File: src/rtl/eeprom_arbiter.sv
// Two-port round-robin arbiter in front of a single EEPROM controller.
// One transaction is in flight at a time: grant, issue pulse, wait for ACK or timeout, done pulse.
module eeprom_arbiter #(
    parameter int unsigned TIMEOUT = 1023
) (
    input  logic        CLK,
    input  logic        RESET,
    input  logic        REQ0,
    input  logic        REQ1,
    input  logic        WE0,
    input  logic        WE1,
    input  logic [10:0] ADDR0,
    input  logic [10:0] ADDR1,
    input  logic [7:0]  WDATA0,
    input  logic [7:0]  WDATA1,
    output logic        GNT0,
    output logic        GNT1,
    output logic        DONE0,
    output logic        DONE1,
    output logic        ERR,
    output logic [7:0]  RDATA,
    output logic        EE_WR,
    output logic        EE_RD,
    output logic [10:0] EE_ADDR,
    output logic [7:0]  EE_DOUT,
    output logic        EE_DOE,
    input  logic [7:0]  EE_DIN,
    input  logic        EE_ACK
);

    localparam logic [1:0] S_IDLE  = 2'd0;
    localparam logic [1:0] S_ISSUE = 2'd1;
    localparam logic [1:0] S_WAIT  = 2'd2;
    localparam logic [1:0] S_DONE  = 2'd3;

    localparam logic [9:0] TIMEOUT_CNT = 10'(TIMEOUT);

    logic [1:0]  state_q;
    logic [1:0]  state_d;
    logic        last_q;
    logic        we_q;
    logic [9:0]  cnt_q;

    logic        elig0;
    logic        elig1;
    logic        pick1;
    logic        any_elig;
    logic        timeout_hit;
    logic        win_we;
    logic [10:0] win_addr;
    logic [7:0]  win_wdata;

    always_comb begin
        elig0       = REQ0 & ~DONE0;
        elig1       = REQ1 & ~DONE1;
        // On a tie the requester that did not win last time is chosen.
        pick1       = elig1 & (~elig0 | ~last_q);
        any_elig    = elig0 | elig1;
        win_we      = pick1 ? WE1 : WE0;
        win_addr    = pick1 ? ADDR1 : ADDR0;
        win_wdata   = pick1 ? WDATA1 : WDATA0;
        timeout_hit = (cnt_q == TIMEOUT_CNT);

        state_d = state_q;
        case (state_q)
            S_IDLE:  if (any_elig) state_d = S_ISSUE;
            S_ISSUE: state_d = S_WAIT;
            S_WAIT:  if (EE_ACK || timeout_hit) state_d = S_DONE;
            S_DONE:  state_d = S_IDLE;
        endcase
    end

    always_ff @(posedge CLK) begin
        if (RESET) begin
            state_q <= S_IDLE;
            last_q  <= 1'b1;
            we_q    <= 1'b0;
            cnt_q   <= 10'd0;
            GNT0    <= 1'b0;
            GNT1    <= 1'b0;
            DONE0   <= 1'b0;
            DONE1   <= 1'b0;
            ERR     <= 1'b0;
            RDATA   <= 8'h00;
            EE_WR   <= 1'b0;
            EE_RD   <= 1'b0;
            EE_ADDR <= 11'h000;
            EE_DOUT <= 8'h00;
            EE_DOE  <= 1'b0;
        end else begin
            state_q <= state_d;
            case (state_q)
                S_IDLE: begin
                    if (any_elig) begin
                        GNT0    <= ~pick1;
                        GNT1    <= pick1;
                        last_q  <= pick1;
                        we_q    <= win_we;
                        EE_ADDR <= win_addr;
                        EE_DOUT <= win_wdata;
                        EE_WR   <= win_we;
                        EE_RD   <= ~win_we;
                        EE_DOE  <= win_we;
                    end
                end
                S_ISSUE: begin
                    EE_WR <= 1'b0;
                    EE_RD <= 1'b0;
                    cnt_q <= 10'd0;
                end
                S_WAIT: begin
                    cnt_q <= cnt_q + 10'd1;
                    // ACK takes priority over a timeout landing in the same cycle.
                    if (EE_ACK || timeout_hit) begin
                        ERR    <= ~EE_ACK;
                        if (EE_ACK && !we_q) RDATA <= EE_DIN;
                        DONE0  <= GNT0;
                        DONE1  <= GNT1;
                        GNT0   <= 1'b0;
                        GNT1   <= 1'b0;
                        EE_DOE <= 1'b0;
                    end
                end
                S_DONE: begin
                    DONE0 <= 1'b0;
                    DONE1 <= 1'b0;
                end
            endcase
        end
    end

endmodule
File: config.mk
export PLATFORM = sky130hd
export DESIGN_NAME = eeprom_arbiter
export DESIGN_NICKNAME = d
export VERILOG_FILES = /design/src/rtl/eeprom_arbiter.sv
export SDC_FILE = /design/constraint.sdc
export NUM_CORES = 1
export LEC_CHECK = 0
export ABC_AREA = 1
export CORE_ASPECT_RATIO = 0.5
export CORE_MARGIN = 2
export CORE_UTILIZATION = 44
export CTS_CLUSTER_SIZE = 16
export DETAILED_ROUTE_END_ITERATION = 10
export GPL_TIMING_DRIVEN = 0
export PLACE_DENSITY = 0.9
export SLEW_MARGIN = 0
export SYNTH_ARGS = -nofsm -noshare
export SYNTH_HDL_FRONTEND = slang
export SYNTH_SLANG_ARGS = --single-unit
File: constraint.sdc
create_clock -name CLK -period 1.8 [get_ports CLK]
set_clock_uncertainty 0.15 [all_clocks]
set_input_delay 0.54 -clock CLK [delete_from_list [all_inputs] [get_ports CLK]]
set_output_delay 0.54 -clock CLK [all_outputs]
set_load 0.03 [all_outputs]
==> metrics.yaml <==
cells_and_area:
  layout.nets: 477
  fin_cells: 489
  drive_gt1_share_pct: 14.08
  num-fill-cells: 422
  multi_input_area_sq_mm: 0.001136
  diodes: 0
  final-seq-area_sq_um: 983.4
  syn_to_final_growth_pct: 49.87
yosys:
  synth_area_sq_mm: 0.002316
  synth.top_cells.by_count: "nand2_1 (72), dfxtp_1 (49), inv_1 (42)"
  synth_top_cell_area_share_pct: 42.36
  yosysMostFrequentCell: "nand2_1"
  ys_warn_count: 0
  syn_avg_cell_area_sq_um: 7.376
  syn_inst: 314
  async_flop_share_pct: 0
  synth_fp_nets: 373
  synth_edf_count: 0
  synth-main-ff-cell: "dfxtp_1"
  synth-seq-cells: 49
  synth_area_leaders: "dfxtp_1 (42%), nand2_1 (12%), inv_1 (6.8%), o211ai_1 (6.8%), nand3_1 (6.5%)"
  synth_largest_area_cell: "dfxtp_1"
  ys_seq_area_share_pct: 42.36
  ys_types: 30
worst_setup_path:
  r2r_cells: 6
  crit_family: "buffers and inverters"
  cp_cell_sequence: "dlygate4sd2_1"
  startpoint_type: "flip-flop"
  worstSetupPathType: "flip-flop to output port"
  cp-end-kind: "output port"
  crit_buf_inv: 1
  reg2reg_to: "cnt_q[5]"
  crit_slowest_cell: "dlygate4sd2_1"
  cp.required_ns: 1.11
  r2r_start: "state_q[1]"
  r2r_slack_ns: 0.09
  cpPeakStageDelay_ns: 0.42
  worstPathMaxFanout: 2
  crit_arrival_ns: 1.07
clock_tree:
  cts_made_buffers: 5
  clk_pin_slew_ns: 0.09
  cts.sinks: 49
  hold_buffers: 0
  clk_path_buf_depth: 2
  cts_root_buf: "clkbuf_8"
  cts_tree: "done"
  htreeDepth: 2
  clk-insertion-delay-late_ns: 0.31
power_and_ir_drop:
  p_seq_share_pct: 33.2
  p_leak_nw: 1.701
  peakVddDrop_v: 0.0006535
  p_int_mw: 2.619
  netSwitchingFraction_pct: 43.80
  powerDensity_mw_per_mm2: 1343
  switching_power_mw: 2.041
  clockPowerShare_pct: 14.5
  p_comb_share_pct: 52.4
drt:
  antenna_left: 0
  drt-vias-per-instance: 4.773
  wl_mm: 5.975
  routedWlPerCell_um: 12.22
  drt-initial-drc-count: 109
  num_vias: 2334
  drcViolationCount: 0
  drt-pass1-iter-count: 4
grt:
  grt_max_degree: 18
  grt_overflow: 0
  grt_pass1_wl_mm: 9.632
  grt_pass1_vias: 2139
  grt_use_total_pct: 20.09
  grt_antenna_before_repair: 0
die:
  initial_core_util_pct: 46.32
  core_sq_mm: 0.005000
  pin_count: 88
  die_x_um: 106.6
  die-area_sq_mm: 0.005895
  die_y_um: 55.30
  num_rows: 18
sta:
  tightest_slew_ns: 0.4578
  report.final.slew_viol_count: 0
  setup-violations-final: 0
  setup_ws_ns: 0.03525
  period_needed_ns: 1.765
  min_period_over_period_pct: 98.04
  hold_viol: 0
  fmax_mhz: 566.7
  relSlewSlack_pct: 69.48
min_path:
  min_from: "last_q"
  min_to: "last_q"
  worstHoldPathType: "flip-flop to flip-flop"
  whs_path_depth: 2
place:
  detailed_place_hpwl_mm: 4.153
  dp_slack_ns: -0.4419
  port_buffers: 87
  gp_congestion: 0.7750
  dp.cells: 471
status:
  status: "finished clean"
job:
  maxCapViolations: 0
power groups by stage:
stage	clock network, mW	registers, mW	logic [mW]
after floorplan	0	2.04	1.05
after CTS	0.686	1.54	2.32
after global placement	0	1.56	2.33
after global routing	0.737	1.58	2.66
final	0.674	1.55	2.44
after detailed placement	0	1.57	2.38
worst max-delay path by stage:
stage               depth (start not counted)    endpoint  slack [ns]       start
floorplan                                   9    cnt_q[9]        0.15  state_q[1]
global placement                            5  EE_ADDR[7]       -0.45       RESET
detailed placement                          5  EE_ADDR[5]       -0.44       RESET
CTS                                         7  EE_ADDR[6]       0.009        REQ0
global route                                8    RDATA[1]       -0.02  state_q[1]
finish                                      1  EE_ADDR[4]        0.04  EE_ADDR[4]
sequential cells by signal (all words and copies together), names as in the netlist, 2 cells and up:
signal,cells
EE_ADDR,11
cnt_q,10
state_q,2
RDATA,8
EE_DOUT,8
metal layers:
layer | global-route usage (%) | vias up | share of wire [%]
met4 | 5.195 | 0 | 0.97
met3 | 4.959 | 8 | 5.0
met2 | 34.21 | 48 | 49
li1 | - | 1225 | -
met5 | 0 | - | 0
met1 | 25.62 | 1053 | 45
logic make-up after synthesis:
| family | after synthesis | synth area share [%] |
|---|---|---|
| AO/OA/AOI/OAI | 51 | 14.26 |
| adder cells (fa/ha/maj) | 6 | 3.241 |
| buffers and inverters | 56 | 10.59 |
| flip-flops | 49 | 42.36 |
| AND/OR/NAND/NOR | 152 | 29.55 |
final cells by class:
| cell class | count | share of cell area (%) |
|---|---|---|
| Clock buffer | 5 | 1.983 |
| Buffer | 12 | 2.776 |
| Clock inverter | 3 | 0.7210 |
| Tap cell | 70 | 2.523 |
| Sequential cell | 49 | 28.33 |
| Inverter | 44 | 4.795 |
| Timing Repair Buffer | 97 | 26.14 |
| Multi-Input combinational cell | 209 | 32.73 |
per-stage QoR:
stage	cell area [sq um]	setup TNS (ns)	power (mW)	hold WS [ns]	utilization (%)
floorplan	2316	0	3.084	0.2797	-
global placement	3274	-15.65	3.891	0.2991	65.49
detailed placement	3274	-15.36	3.941	0.2945	65.49
CTS	3369	0	4.545	0.3186	67.39
global route	3471	-0.03184	4.976	0.3482	69.42
finish	3471	0	4.661	0.3191	69.42
worst reg2reg max path: stages (launching register included):
cell,delay (ns)
dfxtp_2,0.35
buf_4,0.13
ha_1,0.16
clkbuf_2,0.18
o21ai_2,0.43
a21oi_1,0.08
o21a_1,0.12
what timing repair did:
| action | 4_1_cts | 5_1_grt |
|---|---|---|
| pin swaps | 2 | 5 |
| cloned | 2 | 0 |
| setup endpoints to repair | 67 | 44 |
| buffers inserted | 1 | 7 |
| resized for setup | 45 | 21 |
cell usage in the layout, fill, tap and decap left out, types with 2 or more instances in the layout:
master / netlist / final
nand2_1: 72 / 70
clkdlybuf4s50_1: 0 / 49
dfxtp_1: 49 / 47
inv_1: 42 / 38
dlygate4sd2_1: 0 / 34
nor2_1: 32 / 30
nand3_1: 30 / 27
o211ai_1: 21 / 21
a21oi_1: 13 / 12
o21ai_0: 12 / 12
buf_4: 4 / 9
buf_6: 2 / 6
inv_2: 1 / 5
nand3_2: 2 / 5
ha_1: 6 / 5
clkbuf_8: 0 / 5
nor2_2: 3 / 4
clkbuf_2: 1 / 4
buf_2: 3 / 3
nor3b_1: 3 / 3
nand2_2: 0 / 2
nand4_1: 2 / 2
or2_2: 2 / 2
nor2_4: 1 / 2
o21bai_1: 2 / 2
nor3_1: 2 / 2
dlymetal6s2s_1: 0 / 2
clkdlybuf4s15_1: 0 / 2
dfxtp_2: 0 / 2
Note: power is estimated with default switching activity, not from simulation.
